**src/rtl/lfp_product_accumulator.sv**
```systemverilog
// Converts sign/E4M4 log-domain products to signed fixed point and accumulates one
// dot-product vector with saturation, handing the sum downstream over valid/ready.
module lfp_product_accumulator #(
    parameter int OUT_BIAS = 8,
    parameter int FRAC     = 8,
    parameter int ACC_W    = 24,
    parameter int CNT_W    = 8
) (
    input  logic             clk,
    input  logic             rst,
    input  logic             prod_valid,
    output logic             prod_ready,
    input  logic [7:0]       prod_y,
    input  logic             prod_sign,
    input  logic             prod_last,
    output logic             acc_valid,
    input  logic             acc_ready,
    output logic [ACC_W-1:0] acc_sum,
    output logic             acc_ovf,
    output logic [CNT_W-1:0] acc_count
);

    localparam int SH_OFF = FRAC - OUT_BIAS - 4;
    localparam int MAX_SH = 15 + SH_OFF;

    // The largest significand (31) is 5 bits wide; shifted by MAX_SH it must still fit
    // below the accumulator's sign bit.
    generate
        if (MAX_SH + 5 > ACC_W - 1) begin : g_rangeCheck
            $error("lfp_product_accumulator: maximum term does not fit in ACC_W-1 bits");
        end
    endgenerate

    logic             r_lastPending;
    logic             r_s1Valid;
    logic             r_s1Last;
    logic [ACC_W-1:0] r_s1Term;
    logic             r_accValid;
    logic [ACC_W-1:0] r_accSum;
    logic             r_accOvf;
    logic [CNT_W-1:0] r_accCount;

    logic             w_accept;
    logic             w_handshake;
    int               w_shAmt;
    logic [4:0]       w_sig;
    logic [ACC_W-1:0] w_sigExt;
    logic [ACC_W-1:0] w_mag;
    logic [ACC_W-1:0] w_term;
    logic [ACC_W:0]   w_sumWide;
    logic             w_clamp;
    logic [ACC_W-1:0] w_sumSat;

    assign prod_ready  = !r_lastPending;
    assign w_accept    = prod_valid & prod_ready;
    assign w_handshake = r_accValid & acc_ready;

    assign acc_valid = r_accValid;
    assign acc_sum   = r_accSum;
    assign acc_ovf   = r_accOvf;
    assign acc_count = r_accCount;

    // Product conversion: {1,M} scaled by 2^(E + FRAC - OUT_BIAS - 4); 8'h00 is exact zero.
    always_comb begin
        w_shAmt  = int'({28'd0, prod_y[7:4]}) + SH_OFF;
        w_sig    = {1'b1, prod_y[3:0]};
        w_sigExt = {{(ACC_W-5){1'b0}}, w_sig};
        w_mag    = '0;
        if (prod_y == 8'h00) begin
            w_mag = '0;
        end else if (w_shAmt >= 0) begin
            w_mag = w_sigExt << w_shAmt;
        end else begin
            w_mag = w_sigExt >> (-w_shAmt);
        end
        w_term = prod_sign ? (-w_mag) : w_mag;
    end

    always_comb begin
        w_sumWide = {r_accSum[ACC_W-1], r_accSum} + {r_s1Term[ACC_W-1], r_s1Term};
        w_clamp   = w_sumWide[ACC_W] != w_sumWide[ACC_W-1];
        w_sumSat  = w_sumWide[ACC_W-1:0];
        if (w_clamp) begin
            w_sumSat = w_sumWide[ACC_W] ? {1'b1, {(ACC_W-1){1'b0}}}
                                        : {1'b0, {(ACC_W-1){1'b1}}};
        end
    end

    // Input gating: once the last beat of a vector is in, stall until the sum is taken.
    always_ff @(posedge clk or posedge rst) begin
        if (rst) begin
            r_lastPending <= 1'b0;
        end else if (w_handshake) begin
            r_lastPending <= 1'b0;
        end else if (w_accept && prod_last) begin
            r_lastPending <= 1'b1;
        end
    end

    always_ff @(posedge clk or posedge rst) begin
        if (rst) begin
            r_s1Valid <= 1'b0;
            r_s1Last  <= 1'b0;
            r_s1Term  <= '0;
        end else begin
            r_s1Valid <= w_accept;
            r_s1Last  <= w_accept & prod_last;
            if (w_accept) begin
                r_s1Term <= w_term;
            end
        end
    end

    // Accumulator; no term can be in flight while a result is held, so the
    // handshake clear and an accumulate never coincide.
    always_ff @(posedge clk or posedge rst) begin
        if (rst) begin
            r_accValid <= 1'b0;
            r_accSum   <= '0;
            r_accOvf   <= 1'b0;
            r_accCount <= '0;
        end else if (w_handshake) begin
            r_accValid <= 1'b0;
            r_accSum   <= '0;
            r_accOvf   <= 1'b0;
            r_accCount <= '0;
        end else if (r_s1Valid) begin
            r_accSum   <= w_sumSat;
            r_accCount <= r_accCount + {{(CNT_W-1){1'b0}}, 1'b1};
            if (w_clamp) begin
                r_accOvf <= 1'b1;
            end
            if (r_s1Last) begin
                r_accValid <= 1'b1;
            end
        end
    end

endmodule
```
**config.mk**
```make
export PLATFORM = sky130hd
export DESIGN_NAME = lfp_product_accumulator
export DESIGN_NICKNAME = d
export VERILOG_FILES = /design/src/rtl/lfp_product_accumulator.sv
export SDC_FILE = /design/constraint.sdc
export NUM_CORES = 1
export LEC_CHECK = 0
export ABC_AREA = 1
export ABC_CLOCK_PERIOD_IN_PS = 2850
export CAP_MARGIN = 20
export CORE_MARGIN = 5
export CORE_UTILIZATION = 40
export DETAILED_ROUTE_END_ITERATION = 16
export DONT_BUFFER_PORTS = 1
export GPL_TIMING_DRIVEN = 1
export PLACE_DENSITY = 0.5
export SLEW_MARGIN = 20
export SYNTH_ARGS = -nofsm -noshare
export SYNTH_HDL_FRONTEND = slang
export SYNTH_SLANG_ARGS = --single-unit
```
**constraint.sdc**
```tcl
create_clock -name clk -period 2.85 [get_ports clk]
set_input_delay 0.855 -clock clk [delete_from_list [all_inputs] [get_ports clk]]
set_output_delay 0.855 -clock clk [all_outputs]
set_load 0.03 [all_outputs]
```
== After elaboration in Yosys (flattened, before gate mapping) ==
Cells that the tools add are included.

* Register bits: 61
* Input bits: 14
* Output and inout port bits: 35
* Word-level logic and storage cells: 46

* Add/sub/neg operators: 5
* $lt $le $gt $ge: 1
* Eq/ne operators: 1
* Shifts and indexed selects: 2
* Mux-type cells: 17
* Bitwise operators: 3
* Reductions and logical operators: 9

{| class="wikitable"
|+ Operator list
! operator !! count
|-
| 2-to-1 mux 24 bit || 7
|-
| negation 6 -> 32 bit || 1
|-
| left shift 5 x 32 -> 24 bit || 1
|-
| >> shifter 5 x 32 -> 24 bit || 1
|-
| adder 24 x 24 -> 25 bit || 1
|-
| negation 24 bit || 1
|-
| 2-to-1 mux 8 bit || 2
|-
| adder 8 x 1 -> 8 bit, second input constant || 1
|-
| zero test 8 bit || 1
|-
| 2-to-1 mux 1 bit || 8
|-
| nonzero test 2 bit || 4
|-
| adder 5 x 3 -> 6 bit, second input constant || 1
|-
| greater-or-equal comparator 6 x 1 -> 1 bit, second input constant || 1
|-
| AND reduction 2 bit || 2
|-
| AND 1 bit || 3
|-
| logical AND 1 bit || 1
|-
| zero test 1 bit || 1
|-
| inequality test 1 bit || 1
|}

== Longest topological paths before layout ==
Gate-level depths: netlist (run 1).

* Word-level depth: 7
* Depth in mapped cells: 25
* Gate-level depth less buffers: 22

== Least setup slack after synthesis (run 1) ==
No wires, ideal clock.

* Kind: input -> register
* Start point: input prod_y[6]
* End point: register r_s1Term[18]
* Setup time: 118 ps
* Arrival: 3914 ps
* Required time: 2732 ps
* Slack: -1181 ps
* Cell stages on the path: 23
* Path through: buf_2 -> inv_1 -> buf_2 -> ha_1 -> buf_2 -> inv_1 -> nor2_1 -> nand3_1 -> ha_1 -> nand2_1 -> nor2_1 -> nand4_1 -> a21oi_1 -> nand2_1 -> a21boi_2 -> inv_1 -> ha_1 -> nand3_1 -> nor2_2 -> nand3b_1 -> nand3_1 -> nand3_1 -> nand2_1

* Longest elaborated chain between the ends: 7

{| class="wikitable"
|+ RTL lines
! item !! RTL line !! RTL
|-
| start: declaration || 13 || <nowiki>input logic [7:0] prod_y,</nowiki>
|-
| adder 5 x 3 -> 6 bit || 65 || <nowiki>w_shAmt = int'({28'd0, prod_y[7:4]}) + SH_OFF;</nowiki>
|-
| negation 6 -> 32 bit || 74 || <nowiki>w_mag = w_sigExt >> (-w_shAmt);</nowiki>
|-
| >> shifter 5 x 32 -> 24 bit || 74 ||
|-
| 2-to-1 mux 24 bit || 71 || <nowiki>end else if (w_shAmt >= 0) begin</nowiki>
|-
| 2-to-1 mux 24 bit * || 69 || <nowiki>if (prod_y == 8'h00) begin</nowiki>
|-
| negation 24 bit || 76 || <nowiki>w_term = prod_sign ? (-w_mag) : w_mag;</nowiki>
|-
| 2-to-1 mux 24 bit * || 76 ||
|-
| end signal: assignment || 109 || <nowiki>r_s1Term <= w_term;</nowiki>
|-
| end: declaration || 37 || <nowiki>logic [ACC_W-1:0] r_s1Term;</nowiki>
|}

Mark *: on every way between the ends. The rest lies on a longest branch, timed or not.
A chain may end at the register's enable or synchronous reset.

== Final worst setup path (run 1) ==
* Start point: input prod_y[7]
* End point: register r_s1Term[6]

Same word-level chain as after synthesis.

==> results of run 1 <==
## logic make-up (layout without fill, tap and decap cells)
| logic type | Yosys count | after routing | synth area share [%] |
|---|---|---|---|
| simple gates | 495 | 496 | 40.4 |
| flops | 61 | 61 | 29.5 |
| xor+xnor | 22 | 22 | 4.24 |
| compound gates | 86 | 86 | 9.47 |
| fa+ha+maj | 34 | 34 | 8.53 |
| buf+inv | 97 | 153 | 7.80 |
## worst paths after layout
| path | slack (ns) | to | start | cells past startpoint |
|---|---|---|---|---|
| min in group clk | 0.48 | acc_valid | r_s1Last | 1 |
| hold reg to reg | 0.48 | acc_valid | r_s1Last | 1 |
| hold / removal | 0.44 | r_lastPending | rst | 1 |
| setup / recovery | -0.03 | r_s1Term[6] | prod_y[7] | 20 |
| max in group asynchronous | 1.81 | acc_sum[18] | rst | 2 |
| setup reg to reg | 0.19 | acc_sum[2] | r_s1Term[0] | 15 |
## state kept, by name (all words and copies together) (netlist names)
name / flops
acc_ovf: 1
r_s1Term: 24
r_lastPending: 1
r_s1Last: 1
acc_sum: 24
acc_count: 8
r_s1Valid: 1
acc_valid: 1
## metal layers
layer	vias up	share of wire, %	GRT usage (%)
met5	-	0	0
met4	0	1.3	6.23
met3	21	3.6	3.95
met2	90	48	35.1
met1	2418	47	27.8
li1	2683	-	-
## where the power goes
group	internal, W	switching [W]
Clock	0.000688	0.000386
Sequential	0.000867	0
Combinational	0.000153	0.000240
## per-stage QoR
step	std cells	instance area [µm²]
floorplan	795	5270
global placement	1005	5800
detailed placement	1005	5800
CTS	1020	6110
global route	1024	6210
finish	1024	6210
## repair_timing
item / CTS / global route
pin swaps: 13 / 24
gates resized for setup: 4 / 26
endpoints found under the setup margin: 10 / 45
setup buffers: 1 / 3
hold buffers: 0 / 0
gates cloned: 0 / 1
## Yosys cell counts
library cell | n | area share [%]
a21boi_0 | 1 | 0.15
a21boi_2 | 1 | 0.22
a21o_1 | 5 | 0.73
a21oi_1 | 31 | 3.0
a21oi_2 | 2 | 0.34
a22o_1 | 2 | 0.34
a31oi_1 | 2 | 0.24
and3_1 | 1 | 0.12
buf_1 | 1 | 0.073
buf_2 | 7 | 0.68
buf_4 | 2 | 0.29
buf_6 | 3 | 0.65
clkbuf_1 | 8 | 0.58
clkinv_1 | 2 | 0.15
dfrtp_1 | 61 | 30
fa_1 | 2 | 0.78
ha_1 | 32 | 7.7
inv_1 | 71 | 5.2
inv_2 | 3 | 0.22
nand2_1 | 298 | 22
nand2_2 | 2 | 0.24
nand3_1 | 89 | 8.6
nand3_2 | 4 | 0.78
nand3b_1 | 7 | 1.0
nand4_1 | 10 | 1.2
nor2_1 | 71 | 5.2
nor2_2 | 4 | 0.48
nor2_4 | 1 | 0.22
nor3_1 | 5 | 0.48
nor3_2 | 1 | 0.19
nor4_1 | 2 | 0.24
o21a_1 | 1 | 0.15
o21ai_0 | 30 | 2.9
o21ai_1 | 5 | 0.48
o21ai_2 | 1 | 0.17
o21bai_1 | 3 | 0.44
o311ai_0 | 1 | 0.17
o31ai_1 | 1 | 0.15
xnor2_1 | 10 | 1.7
xnor2_4 | 1 | 0.53
xor2_1 | 10 | 1.7
xor2_2 | 1 | 0.31
## area by class of cell
class / count / share of cell area (%)
Tap cell: 172 / 3.46
Sequential cell: 61 / 24.6
Clock inverter: 4 / 0.805
Multi-Input combinational cell: 638 / 54.5
Clock buffer: 10 / 3.85
Inverter: 76 / 4.95
Timing Repair Buffer: 63 / 7.87
## critical path, cell delays in order
cell and delay, ns:
inv_8 0.02, ha_4 0.28, inv_4 0.04, nor2_4 0.08, nand3_2 0.09, ha_4 0.29
nand2_4 0.05, nor2_4 0.13, nand4_1 0.10, a21oi_1 0.15, nand2_1 0.08, a21boi_2 0.17
inv_2 0.07, ha_4 0.17, buf_4 0.14, nand4_1 0.10, inv_1 0.05, o21ai_1 0.11
nand3_1 0.08, nand2_1 0.08
==> results.cfg, run 1 <==
[timing]
tightest_slew_ns = 0.576
period_share_pct = 101
fin_ws_ns = -0.0253
setup-tns-final_ns = -0.0253
finClkSkew_ns = 0.00587
clock.fmax_mhz = 348
whs_ns = 0.442
rsz0062_at_grt = true
maxSlewHeadroom_pct = 61.4
slew_viol_final = 0
finalCriticalPeriod_ns = 2.88
setup_viol = 1
hold_viol = 0

[floorplan]
die_y_um = 124
num_rows = 41
die_w_um = 124
start_util_pct = 40.9
die_area_mm2 = 0.0153
core_mm2 = 0.0126
io_pins = 49

[clocking]
numCtsBuffers = 9
clk_pin_slew_worst_paths_ns = 0.05
clockBufferDepth = 2
cts.sinks = 61
cts_tree = built
root_buffer = clkbuf_16
htreeDepth = 3
clk_latency_ns = 0.33

[routing]
drtAntennaViolNets = 0
via_per_inst = 5.09
vias = 5212
drt-initial-drc-count = 251
dr.pass1.iters = 4
drc = 0
drt-total-wl_mm = 15.3
wl_per_cell_um = 14.9

[setup_path]
startpoint_type = input port
arrival_ns = 3.15
cp.required_ns = 3.12
crit_type = input port to flip-flop
worst_setup_path_end_kind = flip-flop
crit_path_max_fanout = 5

[synth]
syn-num-nets = 843
synthCells = 795
syn_avg_cell_area_um2 = 6.50
synth_warnings = 0
synth_area_mm2 = 0.00517
ys_seq_area_share_pct = 29.5
yosysUniqueCellTypes = 42
yosys_register_bits = 61

[finish]
multi_input_area_mm2 = 0.00339
drive_gt1_share_pct = 15.0
area_delta_synth_final_pct = 20.3
layout_commonest_cell = nand2_1
fillCellCount = 1351
nets = 897
seqCellArea_mm2 = 0.00153
antennaDiodeCount = 0
layout_common_cells = nand2_1, nand3_1, inv_1
post-route-util_pct = 49.2

[grt]
grt_max_degree = 41
grt-ovfl-total = 0
grt_usage_pct = 21.1
grt_antenna_before_repair = 0
grt_pass1_vias = 5166
grt_pass1_wl_mm = 25.3

[power_and_ir_drop]
p_total_w = 0.00233
p_per_area_mw_per_mm2 = 376
ir_worst_vdd_mv = 0.211
p_leak_nw = 3.45

[run_status]
violations = negative setup slack
status = complete, but fails checks

[placement]
place_congestion = 0.894
pre_cts_ws_ns = -0.456
dp_hpwl_mm = 12.1
io_buffers = 0

[run]
maxCapViolations = 0

[hold_path]
hold_path.class = input port to asynchronous set/reset pin
(Power assumes the default switching activity.)
==> run 2, diff against run 1 <==
Settings changed: ABC_CLOCK_PERIOD_IN_PS 2850 to not set.
==> results of run 2 <==
Same layout as run 1: the final DEF is identical, and so are final timing and power.
==> run 3, diff against run 2 <==
Settings changed: CTS_CLUSTER_SIZE set to 8.
==> results of run 3 <==
Same layout as run 1: the final DEF is identical, and so are final timing and power.
